===== src/rtl/cu_cond_logic_if.sv =====
// Execute-stage control bundle between the decoder/condition checker and the
// conditional-execution block.
interface cu_cond_logic_if;
  logic       InValid;
  logic       Stall;
  logic       CondEx;
  logic [3:0] ALUFlags;
  logic [1:0] FlagW;
  logic       PCS;
  logic       RegW;
  logic       MemW;
  logic       NoWrite;
  logic [1:0] FlagsA;
  logic [1:0] FlagsB;
  logic       PCSrc;
  logic       RegWrite;
  logic       MemWrite;
  logic       OutValid;
  logic       Squash;

  modport master (
    output InValid, Stall, CondEx, ALUFlags, FlagW, PCS, RegW, MemW, NoWrite,
    input  FlagsA, FlagsB, PCSrc, RegWrite, MemWrite, OutValid, Squash
  );

  modport slave (
    input  InValid, Stall, CondEx, ALUFlags, FlagW, PCS, RegW, MemW, NoWrite,
    output FlagsA, FlagsB, PCSrc, RegWrite, MemWrite, OutValid, Squash
  );
endinterface


===== src/rtl/cu_cond_logic.sv =====
// Conditional-execution gate: holds the architectural flags, gates write/branch
// controls by the condition result and squashes slots after a taken branch.
module cu_cond_logic #(
  parameter int unsigned SQUASH_SLOTS = 2
) (
  input  logic          clk,
  input  logic          reset,
  cu_cond_logic_if.slave bus
);

  localparam int unsigned CNT_W  = 2;
  localparam int unsigned FLAG_W = 2;

  typedef enum logic {
    RUN    = 1'b0,
    SQUASH = 1'b1
  } state_t;

  state_t             state_q, state_d;
  logic [CNT_W-1:0]   cnt_q, cnt_d;
  logic [FLAG_W-1:0]  flags_a_q, flags_a_d;
  logic [FLAG_W-1:0]  flags_b_q, flags_b_d;
  logic               pcsrc_q, pcsrc_d;
  logic               regwrite_q, regwrite_d;
  logic               memwrite_q, memwrite_d;
  logic               outvalid_q, outvalid_d;

  logic accept_c;
  logic exec_c;

  // Stall or an active squash makes the instruction invisible to everything below.
  assign accept_c = bus.InValid && !bus.Stall && (state_q == RUN);
  assign exec_c   = accept_c && bus.CondEx;

  // State register: FSM, slot counter, flags and gated controls.
  always_ff @(posedge clk) begin
    if (reset) begin
      state_q    <= RUN;
      cnt_q      <= '0;
      flags_a_q  <= '0;
      flags_b_q  <= '0;
      pcsrc_q    <= 1'b0;
      regwrite_q <= 1'b0;
      memwrite_q <= 1'b0;
      outvalid_q <= 1'b0;
    end else begin
      state_q    <= state_d;
      cnt_q      <= cnt_d;
      flags_a_q  <= flags_a_d;
      flags_b_q  <= flags_b_d;
      pcsrc_q    <= pcsrc_d;
      regwrite_q <= regwrite_d;
      memwrite_q <= memwrite_d;
      outvalid_q <= outvalid_d;
    end
  end

  // Next-state: a taken branch arms the counter; each unstalled squash cycle burns one slot.
  always_comb begin
    state_d = state_q;
    cnt_d   = cnt_q;
    if (!bus.Stall) begin
      case (state_q)
        RUN: begin
          if (exec_c && bus.PCS) begin
            state_d = SQUASH;
            cnt_d   = CNT_W'(SQUASH_SLOTS);
          end
        end
        SQUASH: begin
          cnt_d = cnt_q - CNT_W'(1);
          if (cnt_q == CNT_W'(1)) begin
            state_d = RUN;
          end
        end
        default: begin
          state_d = RUN;
          cnt_d   = '0;
        end
      endcase
    end
  end

  // Output next values; everything holds while stalled.
  always_comb begin
    flags_a_d  = flags_a_q;
    flags_b_d  = flags_b_q;
    pcsrc_d    = pcsrc_q;
    regwrite_d = regwrite_q;
    memwrite_d = memwrite_q;
    outvalid_d = outvalid_q;
    if (!bus.Stall) begin
      if (exec_c && bus.FlagW[1]) begin
        flags_a_d = bus.ALUFlags[3:2];
      end
      if (exec_c && bus.FlagW[0]) begin
        flags_b_d = bus.ALUFlags[1:0];
      end
      regwrite_d = exec_c && bus.RegW && !bus.NoWrite;
      memwrite_d = exec_c && bus.MemW;
      pcsrc_d    = exec_c && bus.PCS;
      outvalid_d = accept_c;
    end
  end

  assign bus.FlagsA   = flags_a_q;
  assign bus.FlagsB   = flags_b_q;
  assign bus.PCSrc    = pcsrc_q;
  assign bus.RegWrite = regwrite_q;
  assign bus.MemWrite = memwrite_q;
  assign bus.OutValid = outvalid_q;
  assign bus.Squash   = (state_q == SQUASH);

endmodule

===== src/flat_wrapper.sv =====
// flat-port wrapper written by rule: the top's interface ports become plain ports
module cu_cond_logic_flat 
#(
  parameter int unsigned SQUASH_SLOTS = 2
)
  (clk, reset, bus_InValid, bus_Stall, bus_CondEx, bus_ALUFlags, bus_FlagW, bus_PCS, bus_RegW, bus_MemW, bus_NoWrite, bus_FlagsA, bus_FlagsB, bus_PCSrc, bus_RegWrite, bus_MemWrite, bus_OutValid, bus_Squash);
  cu_cond_logic_if bus_i ();
  input  logic clk;
  input  logic reset;
  input wire logic [$bits(bus_i.InValid)-1:0] bus_InValid;
  input wire logic [$bits(bus_i.Stall)-1:0] bus_Stall;
  input wire logic [$bits(bus_i.CondEx)-1:0] bus_CondEx;
  input wire logic [$bits(bus_i.ALUFlags)-1:0] bus_ALUFlags;
  input wire logic [$bits(bus_i.FlagW)-1:0] bus_FlagW;
  input wire logic [$bits(bus_i.PCS)-1:0] bus_PCS;
  input wire logic [$bits(bus_i.RegW)-1:0] bus_RegW;
  input wire logic [$bits(bus_i.MemW)-1:0] bus_MemW;
  input wire logic [$bits(bus_i.NoWrite)-1:0] bus_NoWrite;
  output wire logic [$bits(bus_i.FlagsA)-1:0] bus_FlagsA;
  output wire logic [$bits(bus_i.FlagsB)-1:0] bus_FlagsB;
  output wire logic [$bits(bus_i.PCSrc)-1:0] bus_PCSrc;
  output wire logic [$bits(bus_i.RegWrite)-1:0] bus_RegWrite;
  output wire logic [$bits(bus_i.MemWrite)-1:0] bus_MemWrite;
  output wire logic [$bits(bus_i.OutValid)-1:0] bus_OutValid;
  output wire logic [$bits(bus_i.Squash)-1:0] bus_Squash;
  assign bus_i.InValid = bus_InValid;
  assign bus_i.Stall = bus_Stall;
  assign bus_i.CondEx = bus_CondEx;
  assign bus_i.ALUFlags = bus_ALUFlags;
  assign bus_i.FlagW = bus_FlagW;
  assign bus_i.PCS = bus_PCS;
  assign bus_i.RegW = bus_RegW;
  assign bus_i.MemW = bus_MemW;
  assign bus_i.NoWrite = bus_NoWrite;
  assign bus_FlagsA = bus_i.FlagsA;
  assign bus_FlagsB = bus_i.FlagsB;
  assign bus_PCSrc = bus_i.PCSrc;
  assign bus_RegWrite = bus_i.RegWrite;
  assign bus_MemWrite = bus_i.MemWrite;
  assign bus_OutValid = bus_i.OutValid;
  assign bus_Squash = bus_i.Squash;
  cu_cond_logic #(.SQUASH_SLOTS(SQUASH_SLOTS)) u_core (.clk(clk), .reset(reset), .bus(bus_i));
endmodule

===== config.mk =====
export PLATFORM = sky130hd
export DESIGN_NAME = cu_cond_logic_flat
export DESIGN_NICKNAME = d
export VERILOG_FILES = /design/src/rtl/cu_cond_logic_if.sv /design/src/rtl/cu_cond_logic.sv /design/src/flat_wrapper.sv
export SDC_FILE = /design/constraint.sdc
export NUM_CORES = 1
export LEC_CHECK = 0
export ABC_AREA = 1
export CAP_MARGIN = 10
export CORE_AREA = 2 2 39 41
export CTS_CLUSTER_SIZE = 10
export DETAILED_ROUTE_END_ITERATION = 8
export DIE_AREA = 0 0 41 43
export PLACE_DENSITY = 0.72
export SETUP_SLACK_MARGIN = 0.02
export SKIP_LAST_GASP = 1
export SLEW_MARGIN = 10
export SYNTH_ARGS = -nofsm -noshare
export SYNTH_HDL_FRONTEND = slang
export SYNTH_SLANG_ARGS = --single-unit

===== constraint.sdc =====
create_clock -name clk -period 1.95 [get_ports clk]
set_input_delay 0.195 -clock clk [delete_from_list [all_inputs] [get_ports clk]]
set_output_delay 0.195 -clock clk [all_outputs]
set_load 0.02 [all_outputs]

==> results of run 1 <==
layout make-up:
cell class | instances | area, um^2 | area share (%)
multi-input combinational | 43 | 201.4 | 27.24
tap | 16 | 20.02 | 2.707
clock buffer | 4 | 26.28 | 3.553
inverter | 11 | 41.29 | 5.584
sequential | 11 | 220.2 | 29.78
timing repair buffer | 23 | 230.2 | 31.13
cell families after synthesis:
logic type	Yosys count	synth area share [%]
buf+inv	11	8.919
fa+ha+maj	1	2.702
flops	11	47.57
compound gates	8	8.649
simple gates	34	32.16
cell usage in the layout (no fill, tap or decap), drive strengths merged:
cell type	instances
a21oi	6
clkbuf	4
clkdlybuf4s50	23
dfxtp	11
ha	1
inv	11
nand2	18
nand3	1
nand4	5
nor2	10
o21ai	2
registers in the layout, summed over array words and instances (netlist names):
signal and flops:
u_core.bus.PCSrc 1, u_core.bus.Squash 1, u_core.bus.OutValid 1, u_core.cnt_q 2
u_core.bus.FlagsA 2, u_core.bus.FlagsB 2, u_core.bus.RegWrite 1, u_core.bus.MemWrite 1
worst register-to-register path: stages, from the launching register on:
cell,delay [ps]
dfxtp_1,330
ha_1,280
o21ai_0,150
inv_1,50
nand2_1,60
inv_1,30
power groups by stage:
stage	registers [uW]	logic, uW	clock network (uW)
2_1_floorplan	249	20.5	0
3_3_place_gp	242	76.5	0
3_5_place_dp	242	77.3	0
4_1_cts	237	77.4	159
5_1_grt	237	84.5	172
6_report	237	76.8	154
per-stage QoR:
step	instances	utilization, %	area, um^2	hold WS [ps]	setup slack, ps
6_report	108	53.44	739.5	466.5	431.2
5_1_grt	108	53.44	739.5	496.1	386.6
4_1_cts	108	53.44	739.5	467.7	420.2
3_5_place_dp	104	51.54	713.2	454.8	544.4
3_3_place_gp	104	51.54	713.2	451.7	575.5
2_1_floorplan	65	-	462.9	264.1	930.5
per-layer routing:
layer / track usage [%] / share of wire, %
met1: 14.52 / 44
met2: 19.38 / 50
met3: 3.141 / 4.5
met4: 6.000 / 1.0
met5: 0 / 0
worst paths after layout:
kind	endpoint	depth (start not counted)	startpoint
hold / removal	u_core.cnt_q[0]$_SDFFE_PP0P_	1	u_core.cnt_q[0]$_SDFFE_PP0P_
hold reg to reg	u_core.cnt_q[0]$_SDFFE_PP0P_	1	u_core.cnt_q[0]$_SDFFE_PP0P_
setup / recovery	bus_Squash	1	u_core.bus.Squash$_SDFFE_PP0N_
setup reg to reg	u_core.cnt_q[1]$_SDFFE_PP0P_	5	u_core.cnt_q[0]$_SDFFE_PP0P_
==> qor.csv, run 1 <==
stage;metric;value;unit
global_routing;GRT overflow;0;
cts;Setup Buffers After CTS;0;
synth;Synth area leaders;dfxtp_1 48%, nand2_1 15%, inv_1 8.9%;
global_routing;GR Util All Layers;12.26;%
worst_setup_path;critical path's largest stage delay;640;ps
cts;number of H-tree levels;1;
sta;Slew @ Worst Pin;258.3;ps
sta;final setup vio count;0;
route;First DRT Iteration DRCs;6;
synth;count of state elements after synthesis;11;
worst_setup_path;critical path class;reg -> out;
synth;synthesized area per cell;7.122;um^2
worst_setup_path;CP top delay family;buffers and inverters;
synth;Cell variety after synth;10;
sta;post-route minimum period;1519;ps
cts;TritonCTS Buffers;3;
global_routing;vias in the first global route;390;
cts;Clk Latency, worst-skew pair;270;ps
sta;skew final;7.221;ps
floorplanning;Die Y-Extent;43;um
cts;CTS max path bufs;2;
power;register share of total power;50.6;%
min_path;hold crit path type;reg -> reg;
route;Pre-antenna DRT Iters;3;
worst_setup_path;worst path cell trace;clkdlybuf4s50_1;
global_routing;global-route wire length before repair;1490;um
cts;CTS Hold Bufs;0;
cts;PostCTS Resize Cnt;0;
worst_setup_path;buffers plus inverters on the worst setup path;1;
power;Design Power;467.3;uW
synth;fraction of registers with async set/reset;0;%
power;internal power;354.8;uW
route;routed via count;491;
run_status;status;completed;
synth;Post-synth EDFFs;0;
global_routing;largest net degree at the start of global routing;7;
power;PwrDens;631.9;nW/um^2
cts;CTS clk-pin slew, worst paths;70;ps
worst_setup_path;Worst EP required;1750;ps
floorplanning;die width;41;um
final_layout;Final #Nets;109;
final_layout;Area growth syn-to-layout;59.73;%
synth;sequential area share after synthesis;47.57;%
power;switch share;24.08;%
global_routing;antenna violations before repair;0;
floorplanning;Core Region;1384;um^2
place;RD Place Congestion;0.7711;
floorplanning;Die Footprint;1763;um^2
worst_setup_path;Crit. End Element;output pin;
sta;RSZ-0062 raised after global routing;false;
synth;most frequent cell after synthesis;nand2_1;
synth;ys flop type;dfxtp_1;
sta;final hold violation count;0;
synth;Synth top area share;47.57;%
power;Worst VDD drop;239.2;uV
worst_setup_path;CP arrival;1320;ps
worst_setup_path;slowest stage cell on the critical path;clkdlybuf4s50_1;
synth;synthesis warning total;0;
final_layout;# fillers;144;
cts;CTS tree;yes;
power;Comb power frac;16.4;%
sta;Max Slew Vio Count;0;
route;residual DRC count;0;
sta;Tcrit/Tclk final;77.89;%
cts;Root Buffer;clkbuf_4;
place;dpl hpwl;806.8;um
final_layout;n_diodes;0;
sta;Slew Limit Headroom;82.73;%
cts;CTS Sinks;11;
synth;cell taking the most area after synthesis;dfxtp_1;
place;port buffer count;23;
route;vias per std cell;4.546;
power;clock network power share;32.9;%
sta;FMAX;0.6584;GHz
floorplanning;I/O pin cnt;24;
job;Max Cap Viol;0;
route;antenna viol nets, final;0;
final_layout;share of layout cells above drive strength 1;4.348;%
power;sw power;112.5;uW
route;drt total wl;995;um
synth;Post-Syn Area;462.9;um^2
worst_setup_path;Worst setup SP type;register;
synth;Mapped Cells;65;
synth;post-synth net total;81;
power;leak pwr;0.0003366;uW
sta;setup TNS;0;ps
worst_setup_path;r2r setup slk;950;ps
route;Avg WL per Cell;9.213;um
synth;commonest cells in the netlist;18 x nand2_1, 11 x dfxtp_1, 11 x inv_1;
worst_setup_path;CP max FO;4;
floorplanning;Initial Util;33.45;%
floorplanning;cell row count;14;
Note: power is estimated with default switching activity, not from simulation.
==> inputs of run 2 (changes only) <==
Clock period 1.95 ns to 1.5 ns, I/O delays scaled along.
==> run 2 against run 1 <==
Effect of this change:
- critical path depth unchanged
- sequential power increased by 30%
- first-iteration DRC count increased by 17%
- register-to-register slack got worse by 470 ps
- final cell count increased by 0.93%
- die area unchanged
- clock power increased by 36%
- worst hold slack got worse by 20 ps
- highest routed layer unchanged
==> qor.csv, run 2 (same netlist as run 1, synthesis figures left out) <==
stage;metric;value;unit;change
worst_setup_path;CP arrival;1230;ps;-90 ps
final_layout;share of layout cells above drive strength 1;5.376;%;+1.0 points
worst_setup_path;CP top delay family;buffers and inverters;;
cts;Root Buffer;clkbuf_4;;
cts;CTS max path bufs;2;;unchanged
power;PwrDens;829.1;nW/um^2;+31%
route;routed via count;497;;+1.2%
sta;skew final;9.985;ps;+2.764 ps
floorplanning;cell row count;14;;unchanged
worst_setup_path;CP max FO;2;;-2
final_layout;Final #Nets;110;;+0.92%
floorplanning;I/O pin cnt;24;;unchanged
worst_setup_path;slowest stage cell on the critical path;clkdlybuf4s50_1;;
place;RD Place Congestion;0.7777;;+0.86%
place;dpl hpwl;847.3;um;+5.0%
min_path;Worst Hold Path Cells;3;;+2
job;Max Cap Viol;0;;unchanged
sta;RSZ-0062 raised after global routing;false;;
cts;CTS clk-pin slew, worst paths;80;ps;about the same
global_routing;met2 usage in global routing;22.19;%;+2.8 points
worst_setup_path;R2R depth;5;;unchanged
global_routing;largest net degree at the start of global routing;7;;unchanged
worst_setup_path;critical path class;reg -> out;;
sta;Slew @ Worst Pin;288.6;ps;+30.30 ps
floorplanning;Die Footprint;1763;um^2;unchanged
final_layout;post-route design area;745.7;um^2;+0.85%
cts;Setup Buffers After CTS;0;;unchanged
cts;number of H-tree levels;1;;unchanged
worst_setup_path;Crit. End Element;output pin;;
global_routing;M3 GR Usage;3.141;%;unchanged
route;Avg WL per Cell;9.752;um;+5.9%
floorplanning;Die Y-Extent;43;um;unchanged
cts;TritonCTS Buffers;3;;unchanged
global_routing;met1 Use GR;14.52;%;unchanged
min_path;min-delay src;bus_ALUFlags[2];;
sta;FMAX;0.7249;GHz;
final_layout;most common cell after layout, fill and taps aside;clkdlybuf4s50_1;;
run_status;status;completed;;
worst_setup_path;Worst EP required;1350;ps;-400 ps
sta;final setup vio count;0;;unchanged
worst_setup_path;reg2reg start;u_core.cnt_q[0]$_SDFFE_PP0P_;;
global_routing;global-route wire length before repair;1614;um;+8.3%
final_layout;commonest cells after routing, fill and taps aside;22 x clkdlybuf4s50_1, 18 x nand2_1, 11 x inv_1, 11 x dfxtp_1, 9 x nor2_1;;
route;residual DRC count;0;;unchanged
route;Pre-antenna DRT Iters;4;;+1
sta;post-route minimum period;1380;ps;
worst_setup_path;r2r endpoint;u_core.cnt_q[1]$_SDFFE_PP0P_;;
global_routing;GR Util All Layers;14.07;%;+1.8 points
final_layout;Area growth syn-to-layout;61.08;%;
global_routing;vias in the first global route;432;;+11%
floorplanning;die width;41;um;unchanged
place;port buffer count;23;;unchanged
floorplanning;Core Region;1384;um^2;unchanged
place;placed cell area;720.7;um^2;+1.1%
cts;CTS Sinks;11;;unchanged
final_layout;# fillers;137;;-4.9%
worst_setup_path;Worst setup SP type;register;;
route;First DRT Iteration DRCs;7;;+1
power;leak pwr;0.0003459;uW;+2.8%
worst_setup_path;worst path cell trace;clkdlybuf4s50_1;;
power;Worst VDD drop;396.6;uV;+66%
route;vias per std cell;4.560;;+0.29%
cts;Clk Latency, worst-skew pair;280;ps;about the same
worst_setup_path;buffers plus inverters on the worst setup path;1;;unchanged
min_path;hold crit path type;in -> reg;;
sta;final hold violation count;0;;unchanged
cts;CTS tree;yes;;
route;drt total wl;1063;um;+6.8%
worst_setup_path;critical path's largest stage delay;610;ps;-30 ps
sta;Max Slew Vio Count;0;;unchanged
min_path;hold path endpoint;u_core.bus.FlagsA[0]$_SDFFE_PP0P_;;
final_layout;n_diodes;0;;unchanged
global_routing;GRT overflow;0;;unchanged
sta;Slew Limit Headroom;80.70;%;-2.0 points
global_routing;antenna violations before repair;0;;unchanged
worst_setup_path;r2r setup slk;480;ps;-470 ps
global_routing;Top Usage Layer GRT;met2;;
sta;setup TNS;0;ps;unchanged
floorplanning;Initial Util;33.45;%;unchanged
sta;Tcrit/Tclk final;91.97;%;
route;antenna viol nets, final;0;;unchanged
[run 2: cell count changes in the layout (fill, tap and decap cells not counted)]
cell             delta
dlygate4sd2_1       +1
buf_4               +1
clkdlybuf4s50_1     -1
[run 2: worst max path at each step]
stage	from	endpoint	slack, ps	cells past startpoint
after detailed placement	bus_Stall	u_core.bus.FlagsA[1]$_SDFFE_PP0P_	100	6
after CTS	u_core.bus.FlagsA[1]$_SDFFE_PP0P_	bus_FlagsA[1]	120	1
after global placement	bus_Stall	u_core.bus.FlagsB[0]$_SDFFE_PP0P_	160	5
after floorplan	u_core.bus.Squash$_SDFFE_PP0N_	u_core.cnt_q[1]$_SDFFE_PP0P_	480	5
final	u_core.bus.FlagsA[1]$_SDFFE_PP0P_	bus_FlagsA[1]	120	1
after global routing	u_core.bus.FlagsA[1]$_SDFFE_PP0P_	bus_FlagsA[1]	100	1
[run 2: metal layers]
| metal | wire length (um) | share of wire [%] |
|---|---|---|
| met5 | 0 | 0 |
| met4 | 39 | 3.7 |
| met3 | 51 | 4.8 |
| met2 | 523 | 49 |
| met1 | 449 | 42 |
[run 2: per-stage QoR]
step | instances | hold WS, ps | worst slack [ps] | utilization (%) | power [uW]
global placement | 105 | 451.4 | 162.3 | 52.08 | 416.2
floorplan | 65 | 219.1 | 480.5 | - | 350.5
detailed placement | 105 | 455.9 | 103.1 | 52.08 | 417.3
global route | 109 | 461.3 | 95.02 | 53.89 | 645.4
finish | 109 | 446.3 | 120.4 | 53.89 | 618.3
CTS | 109 | 454.2 | 118.4 | 53.89 | 619.3
[run 2: power by group]
group	internal [uW]	switching [uW]
clock network	103	106
registers	302	5.44
logic	57.4	44.7
total	462	156
[run 2: final cells by class]
class	instances	area (um^2)	area share, %
multi-input cells	43	201.4	27.01
inverters	11	41.29	5.537
clock buffers	4	26.28	3.523
repair buffers	24	236.5	31.71
flip-flops and latches	11	220.2	29.53
well taps	16	20.02	2.685
[run 2: repair_timing]
| item | in CTS | in global routing |
|---|---|---|
| endpoints found under the setup margin | 1 | 0 |
| hold buffers | 0 | 0 |
| resized for setup | 1 | 0 |
==> inputs of run 3 (changes only) <==
Settings changed: PLACE_DENSITY 0.72 to 0.69, SKIP_LAST_GASP 1 to unset, SLEW_MARGIN 10 to 40.
==> run 3 against run 2 <==
Effect of this change:
- critical path depth stayed put
- critical endpoint is now bus_OutValid
- total power is 2.0% lower
- setup slack better by 28 ps
- sequential power hardly changed
- design area is 1.0% lower
- largest cell class unchanged
- highest routed layer unchanged
==> qor.csv, run 3 (same netlist as run 1, synthesis figures left out) <==
stage;metric;value;unit;change
worst_setup_path;worst path cell trace;clkdlybuf4s50_1;;
job;Max Cap Viol;0;;unchanged
worst_setup_path;Worst setup SP type;register;;
worst_setup_path;Crit. End Element;output pin;;
sta;Tcrit/Tclk final;90.11;%;-1.9 points
worst_setup_path;buffers plus inverters on the worst setup path;1;;unchanged
sta;skew final;0.9928;ps;-8.993 ps
final_layout;n_diodes;0;;unchanged
min_path;hold path endpoint;u_core.bus.PCSrc$_SDFFE_PP0N_;;
route;residual DRC count;0;;unchanged
worst_setup_path;R2R depth;5;;unchanged
floorplanning;die width;41;um;unchanged
min_path;hold crit path type;reg -> reg;;
power;Design Power;605.6;uW;-2.0%
sta;Slew @ Worst Pin;262.9;ps;-25.66 ps
final_layout;share of layout cells above drive strength 1;4.348;%;-1.0 points
power;PwrDens;820.4;nW/um^2;-1.0%
min_path;min-delay src;u_core.bus.PCSrc$_SDFFE_PP0N_;;
worst_setup_path;Worst EP required;1350;ps;about the same
route;Avg WL per Cell;10.66;um;+9.3%
worst_setup_path;critical path's largest stage delay;610;ps;about the same
worst_setup_path;CP max FO;2;;unchanged
min_path;Worst Hold Path Cells;2;;-1
cts;Setup Buffers After CTS;0;;unchanged
final_layout;commonest cells after routing, fill and taps aside;22 x clkdlybuf4s50_1, 18 x nand2_1, 11 x inv_1, 11 x dfxtp_1, 9 x nor2_1;;
sta;final hold violation count;0;;unchanged
route;drt total wl;1151;um;+8.3%
cts;Clk Latency, worst-skew pair;260;ps;-20 ps
global_routing;antenna violations before repair;0;;unchanged
cts;CTS max path bufs;2;;unchanged
power;Worst VDD drop;326.2;uV;-18%
global_routing;largest net degree at the start of global routing;7;;unchanged
place;port buffer count;23;;unchanged
floorplanning;Core Region;1384;um^2;unchanged
worst_setup_path;Worst path depth;1;;unchanged
worst_setup_path;slowest stage cell on the critical path;clkdlybuf4s50_1;;
sta;post-route minimum period;1352;ps;-27.90 ps
cts;TritonCTS Buffers;3;;unchanged
floorplanning;cell row count;14;;unchanged
final_layout;post-route design area;738.2;um^2;-1.0%
worst_setup_path;critical path class;reg -> out;;
cts;number of H-tree levels;1;;unchanged
place;Placed Cells;104;;-0.95%
route;antenna viol nets, final;0;;unchanged
floorplanning;Initial Util;33.45;%;unchanged
final_layout;Final Core Density;53.35;%;-0.54 points
sta;final setup vio count;0;;unchanged
route;First DRT Iteration DRCs;6;;-1
sta;FMAX;0.7398;GHz;+2.1%
worst_setup_path;r2r setup slk;490;ps;about the same
final_layout;most common cell after layout, fill and taps aside;clkdlybuf4s50_1;;
place;placed cell area;713.2;um^2;-1.0%
route;routed via count;484;;-2.6%
sta;Slew Limit Headroom;82.42;%;+1.7 points
cts;CTS Sinks;11;;unchanged
sta;Max Slew Vio Count;0;;unchanged
worst_setup_path;CP arrival;1200;ps;-30 ps
worst_setup_path;reg2reg start;u_core.bus.Squash$_SDFFE_PP0N_;;
cts;CTS tree;yes;;
floorplanning;Die Y-Extent;43;um;unchanged
run_status;status;completed;;
route;vias per std cell;4.481;;-1.7%
cts;CTS clk-pin slew, worst paths;70;ps;about the same
place;dpl hpwl;919.4;um;+8.5%
sta;setup TNS;0;ps;unchanged
final_layout;Final #Nets;109;;-0.91%
global_routing;GRT overflow;0;;unchanged
final_layout;Post-Layout Cell Count;108;;-0.92%
global_routing;GR Util All Layers;14.93;%;+0.86 points
worst_setup_path;r2r endpoint;u_core.bus.FlagsB[1]$_SDFFE_PP0P_;;
power;leak pwr;0.0003411;uW;-1.4%
worst_setup_path;CP top delay family;buffers and inverters;;
floorplanning;I/O pin cnt;24;;unchanged
global_routing;vias in the first global route;459;;+6.3%
cts;Root Buffer;clkbuf_4;;
sta;RSZ-0062 raised after global routing;false;;
route;Pre-antenna DRT Iters;2;;-2
final_layout;Area growth syn-to-layout;59.46;%;
place;RD Place Congestion;0.6955;;-11%
cts;CTS Hold Bufs;0;;unchanged
floorplanning;Die Footprint;1763;um^2;unchanged
global_routing;global-route wire length before repair;1759;um;+9.0%
==> run 3: worst max path at each step <==
stage / slack [ps] / from / end
final: 150 / u_core.bus.OutValid$_SDFFE_PP0N_ / bus_OutValid
after floorplan: 480 / u_core.bus.Squash$_SDFFE_PP0N_ / u_core.cnt_q[1]$_SDFFE_PP0P_
after global routing: 90 / u_core.bus.OutValid$_SDFFE_PP0N_ / bus_OutValid
after CTS: 130 / u_core.bus.OutValid$_SDFFE_PP0N_ / bus_OutValid
after global placement: 160 / bus_Stall / u_core.bus.FlagsB[0]$_SDFFE_PP0P_
after detailed placement: 140 / bus_Stall / u_core.bus.FlagsB[1]$_SDFFE_PP0P_
==> run 3: through the flow <==
step | hold WS (ps) | worst slack (ps)
finish | 468.9 | 148.3
global route | 485.2 | 86.60
CTS | 468.2 | 129.2
detailed placement | 464.9 | 139.2
global placement | 451.6 | 164.3
floorplan | 219.1 | 480.5
==> run 3: report_power, final <==
part           leakage, uW  switching (uW)  total, uW  internal (uW)
registers        0.0000894            5.55        308            302
logic             0.000237            45.7        102           55.9
clock network    0.0000150            93.8        196            103
total             0.000341             145        606            461
==> run 3: what timing repair did <==
item | in CTS | in global routing
endpoints found under the hold margin | 0 | 0
gates resized for setup | 1 | 0
setup endpoints to repair | 1 | 0
==> run 3: cell type report <==
| type | count | area, um^2 |
|---|---|---|
| clock buffers | 4 | 26.28 |
| fillers | 144 | 645.6 |
| inverters | 11 | 41.29 |
| multi-input cells | 43 | 201.4 |
| flip-flops and latches | 11 | 220.2 |
| well taps | 16 | 20.02 |
| repair buffers | 23 | 229.0 |
==> run 3: layer usage <==
| metal | share of wire, % | routed length [um] | vias to the layer above | track usage, % |
|---|---|---|---|---|
| met3 | 8.8 | 101 | 2 | 3.665 |
| met5 | 0 | 0 | - | 0 |
| met1 | 42 | 478 | 208 | 16.67 |
| li1 | - | - | 258 | - |
| met4 | 1.2 | 14 | 0 | 10.00 |
| met2 | 48 | 556 | 16 | 23.44 |
==> run 3: worst reg2reg max path, cell delays in order, from the launching register on <==
cell and delay (ps):
dfxtp_1 360, nor2_4 170, nand4_1 180, nand2_1 110, nand2_1 50, nor2_1 80
